## config.mk

```make
export PLATFORM = sky130hd
export DESIGN_NAME = fp_normalize_round
export DESIGN_NICKNAME = d
export VERILOG_FILES = /design/src/rtl/fp_normalize_round.sv
export SDC_FILE = /design/constraint.sdc
export NUM_CORES = 1
export LEC_CHECK = 0
export CAP_MARGIN = 5
export CORE_ASPECT_RATIO = 1.1
export CORE_MARGIN = 2
export CORE_UTILIZATION = 35
export CTS_BUF_LIST = sky130_fd_sc_hd__clkbuf_16
export DETAILED_ROUTE_END_ITERATION = 8
export PLACE_DENSITY = 0.62
export SLEW_MARGIN = 0
export SYNTH_ARGS = -nofsm -noshare
export SYNTH_HDL_FRONTEND = slang
export SYNTH_SLANG_ARGS = --single-unit
export TNS_END_PERCENT = 1
```

## constraint.sdc

```tcl
create_clock -name clk -period 11.4 [get_ports clk]
set_input_delay 2.28 -clock clk [delete_from_list [all_inputs] [get_ports clk]]
set_output_delay 2.28 -clock clk [all_outputs]
set_load 0.02 [all_outputs]
```

## src/rtl/fp_normalize_round.sv

```systemverilog
// fp_normalize_round: normalizes an unnormalized sign/exponent/magnitude result,
// rounds it to nearest-even and packs an IEEE-754 binary32 word plus flags.
// Two-stage valid/ready pipeline: stage 1 normalizes, stage 2 rounds and packs.
module fp_normalize_round #(
  parameter int WIDTH = 32,
  parameter int FRAC  = 30,
  parameter int EXP_W = 10
) (
  input  logic                    clk,
  input  logic                    rst_n,
  input  logic                    in_valid,
  output logic                    in_ready,
  input  logic                    in_sign,
  input  logic signed [EXP_W-1:0] in_exp,
  input  logic [WIDTH-1:0]        in_mant,
  input  logic                    in_nan,
  input  logic                    in_inf,
  output logic                    out_valid,
  input  logic                    out_ready,
  output logic [31:0]             out_result,
  output logic [3:0]              out_flags
);

  localparam int PW = $clog2(WIDTH);
  // Post-round exponent needs one bit more than the normalized one for the carry
  localparam int EW = EXP_W + 2;

  // Leading-one detector: position of the most significant set bit (0 for v == 0)
  function automatic logic [PW-1:0] first_bit_position(input logic [WIDTH-1:0] v);
    logic [PW-1:0] pos;
    pos = '0;
    for (int i = 0; i < WIDTH; i++) begin
      if (v[i]) pos = PW'(i);
    end
    return pos;
  endfunction

  // Round-to-nearest-even on the 23-bit fraction; returns {carry, frac}
  function automatic logic [23:0] round_nearest_even(input logic [22:0] frac,
                                                     input logic guard,
                                                     input logic sticky);
    return {1'b0, frac} + {23'd0, guard & (sticky | frac[0])};
  endfunction

  // Exception priority and exponent saturation; returns {flags, result}
  function automatic logic [35:0] pack_result(input logic                 sign,
                                              input logic signed [EW-1:0] e,
                                              input logic [22:0]          frac,
                                              input logic                 inexact,
                                              input logic                 nan,
                                              input logic                 inf,
                                              input logic                 zero);
    if (nan)             return {4'b0000, 32'h7FC0_0000};
    if (inf)             return {4'b0000, sign, 8'hFF, 23'd0};
    if (zero)            return {4'b0001, sign, 31'd0};
    if (e >= EW'(255))   return {4'b1010, sign, 8'hFF, 23'd0};
    if (e <= EW'(0))     return {4'b0111, sign, 31'd0};
    return {2'b00, inexact, 1'b0, sign, e[7:0], frac};
  endfunction

  logic                    vld_p1, vld_p2;
  logic                    ld_p1, ld_p2;

  logic [PW-1:0]           lead_p0;
  logic [WIDTH-1:0]        norm_p0;
  logic signed [EXP_W:0]   exp_p0;

  logic                    sign_p1, nan_p1, inf_p1;
  logic signed [EXP_W:0]   exp_p1;
  logic [WIDTH-1:0]        norm_p1;

  logic [22:0]             frac_p1;
  logic                    guard_p1, sticky_p1, zero_p1;
  logic [23:0]             rnd_p1;
  logic signed [EW-1:0]    exp_rnd_p1;
  logic [35:0]             pack_p1;

  // Stage 2 advances when empty or draining; stage 1 when empty or stage 2 takes it
  assign ld_p2     = !vld_p2 || out_ready;
  assign ld_p1     = !vld_p1 || ld_p2;
  assign in_ready  = ld_p1;
  assign out_valid = vld_p2;

  // ---- stage 1: normalize (leading one to bit WIDTH-1, exponent adjust) ----
  always_comb begin
    lead_p0 = first_bit_position(in_mant);
    norm_p0 = in_mant << (PW'(WIDTH - 1) - lead_p0);
    exp_p0  = (EXP_W+1)'(in_exp)
            + $signed({{(EXP_W+1-PW){1'b0}}, lead_p0})
            - (EXP_W+1)'(FRAC);
  end

  // Stage 1 data capture on accept; valid bits gate it, so no reset needed
  always_ff @(posedge clk) begin
    if (ld_p1 && in_valid) begin
      sign_p1 <= in_sign;
      exp_p1  <= exp_p0;
      norm_p1 <= norm_p0;
      nan_p1  <= in_nan;
      inf_p1  <= in_inf;
    end
  end

  // ---- stage 2: round to nearest-even, handle exceptions, pack ----
  // A zero magnitude is the only case whose normalized top bit is clear
  always_comb begin
    frac_p1    = norm_p1[WIDTH-2 -: 23];
    guard_p1   = norm_p1[WIDTH-25];
    sticky_p1  = |norm_p1[WIDTH-26:0];
    zero_p1    = !norm_p1[WIDTH-1];
    rnd_p1     = round_nearest_even(frac_p1, guard_p1, sticky_p1);
    exp_rnd_p1 = EW'(exp_p1) + $signed({{(EW-1){1'b0}}, rnd_p1[23]});
    pack_p1    = pack_result(sign_p1, exp_rnd_p1, rnd_p1[22:0], guard_p1 | sticky_p1,
                             nan_p1, inf_p1, zero_p1);
  end

  // Pipeline valids and the output register; reset discards everything in flight
  always_ff @(posedge clk or negedge rst_n) begin
    if (!rst_n) begin
      vld_p1     <= 1'b0;
      vld_p2     <= 1'b0;
      out_result <= '0;
      out_flags  <= '0;
    end else begin
      if (ld_p1) vld_p1 <= in_valid;
      if (ld_p2) begin
        vld_p2 <= vld_p1;
        if (vld_p1) {out_flags, out_result} <= pack_p1;
      end
    end
  end

endmodule
```

== After elaboration in Yosys (flattened, before gate mapping) ==
Index checks and enable logic that the tools add are counted.

* Register bits after elaboration: 84
* Input port bits: 49
* Output and inout port bits: 38
* Word-level logic and storage cells: 83

* $add $sub $neg: 5
* Magnitude comparators: 2
* Shift operators: 1
* Muxes and demuxes: 56
* Bitwise gates (word level): 3
* Reductions and logical operators: 7

{| class="wikitable"
|+ Operators by type and width
! operator !! number
|-
| $mux W36 || 10
|-
| $mux W5 || 29
|-
| $shl A32 B5 Y32 || 1
|-
| $add A23 B1 Y24 || 1
|-
| $mux W1 || 16
|-
| $add A11 B2 Y12 || 1
|-
| $ge A12 B9 Y1 const B || 1
|-
| $le A12 B1 Y1 const B || 1
|-
| $add A10 B6 Y11 || 1
|-
| $sub A11 B6 Y11 const B || 1
|-
| $reduce_or A7 Y1 || 1
|-
| $sub A5 B5 Y5 const A || 1
|-
| $logic_not A1 Y1 || 2
|-
| $logic_or A1 B1 Y1 || 2
|-
| $mux W2 || 1
|-
| $or A1 B1 Y1 || 2
|-
| $reduce_and A2 Y1 || 1
|-
| $and A1 B1 Y1 || 1
|-
| $logic_and A1 B1 Y1 || 1
|}

== Longest topological paths before layout ==
* Depth in word-level cells: 33
* Depth in mapped cells: 21
* Gate-level depth less buffers: 20

== Worst setup path after synthesis ==
Ideal clock, no wire load.

* Path type: input-to-reg
* From: input port in_mant[8]
* To: register exp_p1[10] (data pin)
* Data arrival time: 5.510 ns
* Path slack: 5.723 ns
* Stages on the path: 17
* Path through: or4_1 o21ai_1 a21boi_1 o21a_1 inv_2 buf_2 buf_1 ha_1 ha_1 a21o_1 a21oi_1 o21bai_1 a21oi_1 o21bai_1 a21oi_1 nor2_1 a211oi_1

* Cells in the longest elaborated chain, start to end: 26

{| class="wikitable"
|+ RTL lines
! what !! RTL line !! source
|-
| start: declaration || 15 || <nowiki>input logic [WIDTH-1:0] in_mant,</nowiki>
|-
| $mux W5 (24 in a row) || 33 || <nowiki>if (v[i]) pos = PW'(i);</nowiki>
|-
| $add A10 B6 Y11 || 89 || <nowiki>+ $signed({{(EXP_W+1-PW){1'b0}}, lead_p0})</nowiki>
|-
| $sub A11 B6 Y11 || 90 || <nowiki>- (EXP_W+1)'(FRAC);</nowiki>
|-
| named net exp_p0[10] || 66 || <nowiki>logic signed [EXP_W:0] exp_p0;</nowiki>
|-
| end signal: assignment || 97 || <nowiki>exp_p1 <= exp_p0;</nowiki>
|-
| end: declaration || 69 || <nowiki>logic signed [EXP_W:0] exp_p1;</nowiki>
|}

The timed path passes the listed nets, and every way through them passes these cells.
A chain may end at the register's enable or synchronous reset.

== Final worst setup path ==
* From: input port in_mant[5]
* To: register exp_p1[9] (data pin)

* Cells in the longest elaborated chain, start to end: 29

{| class="wikitable"
|+ RTL lines
! what !! RTL line
|-
| $mux W5 (27 in a row) || 33
|-
| $add A10 B6 Y11 || 89
|-
| $sub A11 B6 Y11 || 90
|-
| named net exp_p0[9] || 66
|}

The timed path passes the listed nets, and every way through them passes these cells.

==> results.md <==
Run status:
- The flow ran to the end, and the final reports show no timing, DRC or antenna violations.

Route:
- In the final routing, the length of wire on met1 measures slightly below 8 mm.
- The routed layout has 5521 vias.
- The first-pass iteration count of the detailed router is 6.
- The count of routing violations after the opening detailed-route iteration is between 400 and 500.
- The average via count per standard cell is 5.692.
- The final layout contains routed wiring with a total length of 17.01 mm.
- Dividing the detail-routed wire length by the instance count gives 17.54 um.
- The routed wire length on met2 is about 8 mm.
- In this run the remaining antenna-violating nets after routing total 0.
- The uppermost metal layer occupied by signal nets is met4.
- The routed length on met3 is 960 um.
- The remaining design rule violation count is 0.

Finish:
- At the end of the flow the core is filled with cells to 0.4314.
- The layout overhead on the synthesized area is 20.21%.
- In the final layout, the share of cells above drive strength 1 is 0.05299.
- For this run, the post-layout net count is around 800.
- The filler-free cell count of the finished design is 970.
- The number of antenna repair diodes is 0.

Die:
- The horizontal extent of the die is 130.2 um.
- The initial core utilization is 0.3589.
- The standard cell core area is roughly 17000 um^2.
- The floorplan step defined a die boundary enclosing roughly 19000 um^2.
- Pin placement for this block handled 87 I/O pins.
- The row count is 50.
- Measured along the y axis, the die boundary spans ~140 um.

Job:
- The number of maximum-capacitance constraint violations is 0.

Power:
- The leakage power is between 2 and 3 nW.
- IR analysis of the VDD net gives a maximum drop of 0.07297 mV.
- In this run the power density over the cells is 117.3 nW/um^2.

STA:
- The post-route clock skew is roughly 5.4 ps.
- Setup repair after global routing left no endpoint under its margin.
- The worst path needs slightly below 7000 ps of the cycle, external delays included.
- The highest attainable clock frequency is 146.1 MHz.
- In the finished design, the share of the clock period the worst path needs comes to 0.6003.
- Adding up every negative setup slack in the final design gives 0 ps.
- For the pin with the worst max-slew slack, the measured transition is 1047 ps.
- The number of hold-slack violations in the final timing report is 0.
- The final count of pins violating max slew is 0.
- The relative max-transition margin is 0.3020.
- Setup violations remaining at the end of the flow were counted as 0.

Clocking:
- TritonCTS built the clock tree.
- The post-cts sizing count is 0.
- The maximum level of the CTS H-tree is 3.
- Counting the buffers created by CTS gives 9.
- The CTS clock-pin slew for the worst setup and hold paths is ~60 ps.
- In this run the post-CTS setup repair buffer count came out at 0.
- The maximum clock insertion buffer count is 2.
- The clock latency on the worst-skew pair is between 300 and 400 ps.
- The CTS sink count is 84.
- The number of hold buffers added after CTS was 0.
- The cell chosen for the clock root is sky130_fd_sc_hd__clkbuf_16.

Critical path:
- The most frequent cell on the critical path is sky130_fd_sc_hd__a21oi_1.
- The largest fanout of any net on the critical path is 37.
- The endpoint type of the worst setup path is a flip-flop.
- The signal on the critical path passes through clkdlybuf4s50_1 -> o31a_1 -> o2111a_1 -> nor2_4 -> inv_2 -> ha_1 -> inv_1 -> ha_1 -> fa_1 -> a21oi_1 -> nor2_1 -> nor2_1 -> o21bai_1 -> a21oi_1 -> o21bai_1 -> a21oi_1 -> xnor2_1.
- The delay of the slowest cell on the worst path is 780 ps.
- The required time of the critical path is 11490 ps.
- The number of buffer and inverter instances along the worst setup path is 3.
- Among cell families on the critical path, the largest total delay comes from compound AO/OA/AOI/OAI gates.
- STA puts the critical path data arrival time at 6930 ps.
- The type of the setup path with the least slack is input pin to flip-flop.
- STA classifies the critical path startpoint as an input pin.
- The slowest stage of the critical path is the sky130_fd_sc_hd__nor2_4 cell.

Place:
- In this run the tool buffered the top-level ports with 86 buffer cells.
- Detailed placement ended at an HPWL of 13.11 mm.
- Including well taps, the total number of placed cells is 954.
- Routability-driven placement finished with a final weighted congestion of 1.050.

Global route:
- For this run the aggregate overflow at the end of global routing stands at 0.
- The maximum number of pins on one net before global-route repair is 47.
- The global-route usage over all layers is 0.1869.
- The initial antenna violation count is 0.
- The first-pass GRT wire length is roughly 28 mm.
- The number of global-route vias before repair is approximately 5300.

Synth:
- The cell type contributing the most total cell area after synthesis is sky130_fd_sc_hd__edfxtp_1.
- The netlist area before placement is 6130 um^2.
- Counting distinct cell types in the post-synthesis netlist gives 72.
- The synthesized design contains 46 enable-type register cells.
- The instance count of the mapped netlist is 669.
- The commonest cells after synthesis are sky130_fd_sc_hd__nand2_1, sky130_fd_sc_hd__nor2_1, sky130_fd_sc_hd__a211oi_1, sky130_fd_sc_hd__edfxtp_1.
- The fraction of post-synthesis cell area in the top cell type by area is 0.2254.
- The primary flip-flop cell chosen by synthesis mapping is sky130_fd_sc_hd__edfxtp_1.
- The synthesized netlist net count is 737.
- The post-synthesis sequential area ratio is 0.3805.
- In the post-synthesis netlist, the biggest area contributors are sky130_fd_sc_hd__edfxtp_1, sky130_fd_sc_hd__dfrtp_1, sky130_fd_sc_hd__a211oi_1, sky130_fd_sc_hd__ha_1, sky130_fd_sc_hd__mux2i_1.
- The count of synthesis-stage warnings from yosys is 0.
- The most common cell in the synthesized netlist is sky130_fd_sc_hd__nand2_1.
- The fraction of registers with async set or reset after synthesis is 0.4524.
- The number of synthesized register bits is 84.
- The average cell area after synthesis is ~9 um^2.

Hold path:
- The worst hold-check path type is flip-flop to flip-flop.
==> placed cells by master (no fill, tap or decap), types with 8 or more instances in the layout <==
cell type and count:
sky130_fd_sc_hd__clkdlybuf4s50_1 85, sky130_fd_sc_hd__xor2_1 16, sky130_fd_sc_hd__ha_1 18, sky130_fd_sc_hd__o21ai_0 38, sky130_fd_sc_hd__nor2_1 51, sky130_fd_sc_hd__and3_1 9, sky130_fd_sc_hd__mux2i_1 22, sky130_fd_sc_hd__nor3_1 18
sky130_fd_sc_hd__edfxtp_1 46, sky130_fd_sc_hd__xnor2_1 18, sky130_fd_sc_hd__o22ai_1 11, sky130_fd_sc_hd__a21oi_1 32, sky130_fd_sc_hd__dfrtp_1 38, sky130_fd_sc_hd__nand2_1 58, sky130_fd_sc_hd__clkbuf_16 9, sky130_fd_sc_hd__inv_1 37
sky130_fd_sc_hd__nand2b_1 8, sky130_fd_sc_hd__nor4_1 9, sky130_fd_sc_hd__and2_1 9, sky130_fd_sc_hd__a211oi_1 50, sky130_fd_sc_hd__nand3_1 20, sky130_fd_sc_hd__a2111oi_0 11
==> per-stage QoR <==
stage / area [um^2] / hold slack, ps / power (mW) / setup WS [ps]
after floorplan: 6130 / 452.7 / 0.5273 / 5723
after global placement: 7116 / 450.4 / 0.6171 / 4301
after detailed placement: 7116 / 469.3 / 0.6214 / 4204
after CTS: 7368 / 480.9 / 0.8709 / 4560
after global routing: 7368 / 498.4 / 0.9091 / 4196
final: 7368 / 477.3 / 0.8640 / 4557
==> sequential cells by signal, indices dropped and copies added (netlist names) <==
signal and cells:
exp_p1 11, sign_p1 1, vld_p1 1, inf_p1 1, out_valid 1, out_flags 4
nan_p1 1, out_result 32, norm_p1 32
==> cell type report <==
type / instances / area (um^2)
Clock inverter: 7 / 27.53
Clock buffer: 9 / 225.2
Sequential cell: 84 / 2332
Inverter: 40 / 155.1
Tap cell: 234 / 292.8
Fill cell: 1667 / 9711
Multi-Input combinational cell: 507 / 3457
Timing Repair Buffer: 89 / 878.3
==> routing by layer <==
layer | track usage | up-vias
li1 | - | 2674
met1 | 0.2553 | 2617
met2 | 0.3009 | 202
met3 | 0.02548 | 28
met4 | 0.07018 | 0
met5 | 0 | -
==> worst register-to-register path, stage by stage, from the launching register on <==
cell and delay [ps]:
sky130_fd_sc_hd__edfxtp_1 340, sky130_fd_sc_hd__nor4_1 50, sky130_fd_sc_hd__nand2_1 70, sky130_fd_sc_hd__o21a_1 110, sky130_fd_sc_hd__ha_1 170, sky130_fd_sc_hd__nand3_1 110
sky130_fd_sc_hd__nor2_1 300, sky130_fd_sc_hd__nand2_1 120, sky130_fd_sc_hd__nor3_1 370, sky130_fd_sc_hd__and3_1 310, sky130_fd_sc_hd__and3_1 200, sky130_fd_sc_hd__ha_1 210
sky130_fd_sc_hd__ha_1 270, sky130_fd_sc_hd__nand2_1 100, sky130_fd_sc_hd__or3_1 330, sky130_fd_sc_hd__a211oi_1 300, sky130_fd_sc_hd__o31a_1 150, sky130_fd_sc_hd__o221ai_1 290
sky130_fd_sc_hd__nand4bb_1 240, sky130_fd_sc_hd__nand2b_1 550, sky130_fd_sc_hd__o21ai_0 220
==> where the power goes <==
group	total, mW	switching, mW	leakage (nW)	internal (mW)
Clock	0.247	0.105	0.132	0.142
Combinational	0.235	0.138	1.67	0.0977
Sequential	0.382	0.0231	0.920	0.358
Total	0.864	0.266	2.73	0.598
==> cell families (layout without fill, tap and decap cells) <==
group / Yosys count / count (layout) / share of synthesized area
AOI/OAI and AO/OA: 214 / 214 / 0.2492
xor gates and xnor gates: 34 / 34 / 0.04858
adders and majority gates: 19 / 19 / 0.04001
buffers and inverters: 78 / 145 / 0.05573
DFF: 84 / 84 / 0.3805
muxes: 28 / 28 / 0.05511
and+or+nand+nor: 212 / 212 / 0.1709
==> path summary, 6_finish.rpt <==
path	from	to	slack (ps)	depth (start not counted)
max	in_mant[5]	exp_p1[9]$_DFFE_PP_	4560	17
min	out_result[31]$_DFFE_PN0P_	out_result[31]$_DFFE_PN0P_	480	2
max reg2reg	norm_p1[4]$_SDFFCE_PP0P_	out_result[8]$_DFFE_PN0P_	6400	20
min reg2reg	out_result[31]$_DFFE_PN0P_	out_result[31]$_DFFE_PN0P_	480	2
max in group asynchronous	rst_n	out_result[13]$_DFFE_PN0P_	8840	1
min in group asynchronous	rst_n	out_result[28]$_DFFE_PN0P_	2040	1
Power figures use the tool's default switching activity.
